--- config.mk ---
export PLATFORM = sky130hd
export DESIGN_NAME = result_matrix_collector
export DESIGN_NICKNAME = d
export VERILOG_FILES = /design/src/rtl/result_matrix_collector.sv
export SDC_FILE = /design/constraint.sdc
export NUM_CORES = 1
export LEC_CHECK = 0
export CORE_MARGIN = 3
export CORE_UTILIZATION = 55
export DETAILED_ROUTE_END_ITERATION = 12
export PLACE_DENSITY = 0.75
export SLEW_MARGIN = 20
export SYNTH_ARGS = -nofsm -noshare
export SYNTH_HDL_FRONTEND = slang
export SYNTH_SLANG_ARGS = --single-unit
export TNS_END_PERCENT = 10
--- constraint.sdc ---
create_clock -name clk -period 13.6 [get_ports clk]
set_clock_uncertainty 0.15 [all_clocks]
set_input_delay 1.36 -clock clk [delete_from_list [all_inputs] [get_ports clk]]
set_output_delay 1.36 -clock clk [all_outputs]
set_load 0.03 [all_outputs]
--- src/rtl/result_matrix_collector.sv ---
// Collects (z_out, z_i, z_j) results into an M x M buffer, then streams the matrix out row-major.
// Define RESULT_DUP_DETECT_EN to track filled entries and flag duplicate writes on dup_err.
module result_matrix_collector #(
  parameter int M     = 4,
  parameter int W     = 32,
  parameter int IDX_W = $clog2(M)
) (
  input  logic             clk,
  input  logic             rst,
  input  logic [W-1:0]     z_out,
  input  logic [IDX_W-1:0] z_i,
  input  logic [IDX_W-1:0] z_j,
  input  logic             z_stb,
  output logic             z_ack,
  output logic [W-1:0]     out_data,
  output logic             out_valid,
  input  logic             out_ready,
  output logic             out_last,
  output logic             done,
  output logic             idx_err,
  output logic             dup_err
);

  localparam int N     = M * M;
  localparam int CNT_W = $clog2(N + 1);
  localparam int PTR_W = $clog2(N);

  // state     | meaning
  // S_COLLECT | accepting result words until every entry is held
  // S_DRAIN   | streaming buffer out row-major on out_valid/out_ready
  // S_DONE    | drain complete, producer back-pressured until rst
  typedef enum logic [1:0] {S_COLLECT, S_DRAIN, S_DONE} state_t;

  state_t             state, state_nxt;
  logic [W-1:0]       mem [N];
  logic [CNT_W-1:0]   count;
  logic [PTR_W-1:0]   ptr;
  logic [PTR_W-1:0]   wr_addr;
  logic               in_range;
  logic               capture;
  logic               wr_en;
  logic               cnt_inc;
`ifdef RESULT_DUP_DETECT_EN
  logic [N-1:0]       filled;
  logic               dup_hit;
`endif

  assign in_range = (int'(z_i) < M) && (int'(z_j) < M);
  assign wr_addr  = PTR_W'(int'(z_i) * M + int'(z_j));

  // Row-major index p maps directly onto the flat buffer address i*M+j.
  assign out_data = mem[ptr];

  always_comb begin
    state_nxt = state;
    capture   = 1'b0;
    wr_en     = 1'b0;
    cnt_inc   = 1'b0;
`ifdef RESULT_DUP_DETECT_EN
    dup_hit   = 1'b0;
`endif
    out_valid = 1'b0;
    out_last  = 1'b0;
    done      = 1'b0;
    case (state)
      S_COLLECT: begin
        // z_ack high blocks capture so a strobe held one extra cycle is not rewritten.
        if (z_stb && !z_ack) begin
          capture = 1'b1;
          if (in_range) begin
            wr_en = !rst;
`ifdef RESULT_DUP_DETECT_EN
            dup_hit = filled[wr_addr];
            cnt_inc = !filled[wr_addr];
`else
            cnt_inc = 1'b1;
`endif
          end
        end
        if (cnt_inc && count == CNT_W'(N - 1)) state_nxt = S_DRAIN;
      end
      S_DRAIN: begin
        out_valid = 1'b1;
        out_last  = (ptr == PTR_W'(N - 1));
        if (out_ready && out_last) state_nxt = S_DONE;
      end
      S_DONE: done = 1'b1;
      default: state_nxt = S_COLLECT;
    endcase
  end

  always_ff @(posedge clk) begin
    if (rst) begin
      state   <= S_COLLECT;
      z_ack   <= 1'b0;
      count   <= '0;
      ptr     <= '0;
      idx_err <= 1'b0;
`ifdef RESULT_DUP_DETECT_EN
      filled  <= '0;
      dup_err <= 1'b0;
`endif
    end else begin
      state <= state_nxt;
      z_ack <= capture;
      if (cnt_inc) count <= count + 1'b1;
      if (out_valid && out_ready && !out_last) ptr <= ptr + 1'b1;
      if (capture && !in_range) idx_err <= 1'b1;
`ifdef RESULT_DUP_DETECT_EN
      if (wr_en) filled[wr_addr] <= 1'b1;
      if (dup_hit) dup_err <= 1'b1;
`endif
    end
  end

`ifndef RESULT_DUP_DETECT_EN
  assign dup_err = 1'b0;
`endif

  always_ff @(posedge clk) begin
    if (wr_en) mem[wr_addr] <= z_out;
  end

endmodule
; ---- Word-level counts from Yosys, hierarchy flattened
; Memories as Yosys holds them, arrays and structs flattened. A register that Yosys moved wholly into a read port is not among the register bits.
; Cells that the tools add are included.
[totals]
ramBits = 512
in_bits = 40
output_inout_bits = 38
n_memories = 1
wordCells = 42
reg_bits = 12
[mem_list]
columns = name, depth, width, read_ports, rd_clocked_by_memory_dff, wr, line_no
row1 = mem, 16, 32, 1, 1, 1, 35  ; logic [W-1:0] mem [N];
[classes]
n_mux = 15
addsub = 3
bitwise_logic = 2
reduce_logical = 11
eq_ne = 6
[op_table]
columns = cell, n
row1 = 1-bit two-way mux, 10
row2 = 4-bit two-way mux, 2
row3 = 2-bit one-hot mux with 3 select lines, 1
row4 = "5-bit by 1-bit adder with 5-bit output, second input constant", 1
row5 = "5-bit by 4-bit equality test with 1-bit output, second input constant", 1
row6 = 1-bit logical AND, 5
row7 = "4-bit by 1-bit adder with 4-bit output, second input constant", 1
row8 = 4-bit by 2-bit adder with 4-bit output, 1
row9 = "4-bit equality test, second input constant", 1
row10 = 2-bit two-way mux, 2
row11 = "2-bit != test, second input constant", 2
row12 = 1-bit zero test, 3
row13 = 3-bit AND reduction, 1
row14 = "2-bit by 1-bit equality test with 1-bit output, second input constant", 1
row15 = "2-bit equality test, second input constant", 1
row16 = 2-bit zero test, 1
row17 = 1-bit inverter, 2
row18 = 2-bit OR reduction, 1

; ---- Logic depth before layout (Yosys ltp)
[depth]
ltp_word = 7
ltp_mapped = 5
ltp_nobuf = 5

; ---- Least setup slack after synthesis
; No wires, ideal clock.
[synth_timing]
kind = in2reg
startpoint = in z_stb
endpoint = mem mem[4][0] (enable)
t_arrival_ps = 4578
stages = 4
path_buffers = 1
path_slack_ps = 8410
setup_ps = 461
path_cell_list = or4b_1 -> buf_2 -> or4_4 -> nor3_1
[synth_between]
elab_chain_cells = 5
[synth_lines]
columns = element, line_no
row1 = from (decl), 13  ; input logic z_stb,
row2 = 1-bit logical AND, 68  ; if (z_stb && !z_ack) begin
row3 = 1-bit two-way mux, 68
row4 = 1-bit two-way mux, 65  ; case (state)
row5 = 1-bit two-way mux, 121  ; if (wr_en) mem[wr_addr] <= z_out;
row6 = 1-bit two-way mux (not written as such), 121
row7 = to (decl), 35
; Every way passes these cells.

==> impl_metrics.csv <==
group,metric,value,unit
finish,layout_commonest_cell,"edfxtp_1",
drt,drt_first_iter_violations,879,
die,dieArea,38400,um^2
drt,wl_per_cell,27.1,um
die,die_y,196,um
synthesis,netlist_instances,878,
place,post-place-ws,8.53,ns
synthesis,netlist_top_cells_area,"edfxtp_1 (77%), mux4_2 (15%), a22oi_1 (2.5%)",
setup_path,critPathMaxStageDelay,0.68,ns
place,dpl.hpwl,18800,um
synthesis,yosys.area_share.simple,2.09,%
synthesis,yosys.area_share.adder,0.189,%
synthesis,syn_area,19800,um^2
drt,drtAntennaViolNets,0,
grt,overflow,0,
drt,dr_wl_met3,2990,um
setup_path,crit_arrival,4.05,ns
setup_path,worst_path_most_repeated_cell,"buf_4",
timing,fin_ws,8.04,ns
synthesis,synth_xor_area_share,0.0441,%
place,port-buffer-count,75,
setup_path,start_kind,"register",
synthesis,synth-compound-area-share,2.90,%
worst_hold_path,min_path_type,"register to register",
power_and_ir_drop,vdd_drop_max,0.112,mV
synthesis,synth_top_area_cell,"edfxtp_1",
cts,cts_num_sinks,528,
synthesis,ys_types,33,
power_and_ir_drop,p_leak,6.97,nW
die,core_area,35100,um^2
cts,clk_path_buf_depth,3,
timing,finalHoldViolCount,0,
die,die_w,196,um
cts,numCtsBuffers,50,
setup_path,crit_slowest_cell,"dfxtp_4",
grt,grt_max_degree,75,
synthesis,synth.mux.area_fraction,14.5,%
drt,drt-total-wl,40000,um
finish,layout-drive-gt1-share,24.1,%
timing,relSlewSlack,30.0,%
die,io_pins,78,
place,place.gp.congestion,0.716,
drt,top_layer,"met4",
cts,post_cts_buffers,0,
synthesis,synth.avg_cell_area,22.6,um^2
power_and_ir_drop,p_per_area,140,nW/um^2
drt,wl_met1,15800,um
cts,ctsResizeCount,0,
drt,via_per_inst,6.26,
synthesis,synth-seq-cells,528,
power_and_ir_drop,finalPower,0.00321,W
setup_path,r2r-start,"state[1]$_SDFFE_PP0P_",
setup_path,critPathKind,"register to primary output",
cts,htreeDepth,2,
timing,grt_setup_unrepaired,"false",
grt,antenna_found_initial,0,
timing,setup_viol,0,
synthesis,synth_top_family_by_area,"multiplexers",
setup_path,cp_data_required_time,12.09,ns
timing,min_period,5.56,ns
worst_hold_path,holdCritStartpoint,"count[1]$_SDFFE_PP0P_",
setup_path,path_cells,"buf_4 > buf_4 > mux4_2 > a22oi_1 > nand2_1 > clkdlybuf4s50_1",
finish,synthToLayoutAreaGrowth,15.4,%
timing,min_period_over_period,40.9,%
die,rows,68,
finish,layout.cells.most_common_list,"edfxtp_1 (512), mux4_2 (128), clkdlybuf4s50_1 (75)",
setup_path,endpoint_kind,"primary output",
outcome,status,"finished, final reports clean",
drt,drt_first_pass_iters,5,
grt,grt_usage,21.3,%
timing,drv_slew,0,
synthesis,yosys.area.top_type_share,77.5,%
setup_path,cp_max_fo,31,
timing,max_freq,180,MHz
cts,cts_tree,"done",
cts,ctsHoldBuffers,0,
drt,drc,0,
cts,clk-insertion-delay-late,0.53,ns
synthesis,yosys_warnings,0,
job,max_cap_viol_count,0,
die,start_util,56.6,%
synthesis,synth-seq-area-share,79.1,%
timing,tns,0,ns
cts,cts.clk_slew.worst_paths,0.06,ns
drt,via_count,9241,
grt,grt_pass1_wl,60500,um
finish,diodes,0,
grt,grt_pass1_vias,9732,
cts,clock-root-buffer,"clkbuf_16",
finish,final_nets,1024,
drt,wl_met2,20400,um
timing,tightest_slew,1.05,ns
critical path: cells and delay by family, from the launching register on:
| family | cells | cell delay, ns |
|---|---|---|
| AND/OR/NAND/NOR | 1 | 0.14 |
| flip-flops | 1 | 0.68 |
| AO/OA/AOI/OAI | 1 | 0.21 |
| multiplexers | 1 | 0.59 |
| buffers and inverters | 3 | 1.83 |
worst paths after layout:
| path | end | cells past startpoint | slack (ns) |
|---|---|---|---|
| hold / removal | count[1]$_SDFFE_PP0P_ | 2 | 0.33 |
| hold reg to reg | count[1]$_SDFFE_PP0P_ | 2 | 0.33 |
| setup / recovery | out_data[5] | 6 | 8.04 |
| setup reg to reg | mem[8][30]$_DFFE_PP_ | 4 | 10.75 |
synthesized netlist by cell type:
library cell,number
buf_2,14
clkbuf_1,30
buf_4,2
and2b_1,1
nor2b_1,3
nor3b_1,1
and3_1,2
o21ai_0,4
edfxtp_1,512
conb_1,1
a22oi_1,65
inv_1,4
and3b_1,1
xnor2_1,1
nor2_1,18
a21oi_1,9
or4b_1,1
nand3_1,2
nand3b_1,2
or3_1,4
nor4b_2,1
ha_1,3
or4_4,2
nand2b_1,2
mux4_2,128
dfxtp_1,16
o31ai_1,1
nand2_1,35
buf_1,2
nor3_1,4
a211oi_1,2
nand4_1,3
and2_1,2
registers in the layout (all words and copies together) (netlist names), named ones only:
register / count
z_ack: 1
mem: 512
count: 5
state: 2
ptr: 4
through the flow:
stage | std cells | util [%] | hold slack, ns | instance area (um^2)
2_1_floorplan | 879 | - | 0.304 | 19800
3_3_place_gp | 1384 | 60.7 | 0.313 | 21300
3_5_place_dp | 1384 | 60.7 | 0.324 | 21300
4_1_cts | 1476 | 65.3 | 0.332 | 22900
5_1_grt | 1476 | 65.3 | 0.372 | 22900
6_report | 1476 | 65.3 | 0.327 | 22900
layout make-up:
class                   instances  area, um^2
flip-flops and latches        528       15700
clock inverters                33         309
multi-input cells             299        4060
fillers                      2269       12200
well taps                     455         569
repair buffers                 98         923
inverters                       4        15.0
clock buffers                  59        1310
routing by layer:
layer | vias to the layer above | track usage (%)
li1 | 3929 | -
met5 | - | 0
met1 | 4861 | 29.7
met3 | 58 | 3.97
met4 | 0 | 5.78
met2 | 393 | 35.3
where the power goes:
group / internal (W) / leakage (nW) / switching, W / total (W)
Clock: 0.000798 / 0.793 / 0.000561 / 0.00136
Combinational: 0.0000164 / 1.44 / 0.0000363 / 0.0000527
Sequential: 0.00179 / 4.74 / 0.00000279 / 0.00180
cells by family after synthesis:
kind of cell	Yosys count
compound gates	81
xor+xnor	1
fa+ha+maj	3
buf+inv	52
flops	528
mux	128
other cells	1
simple gates	84
Power figures use the tool's default switching activity.
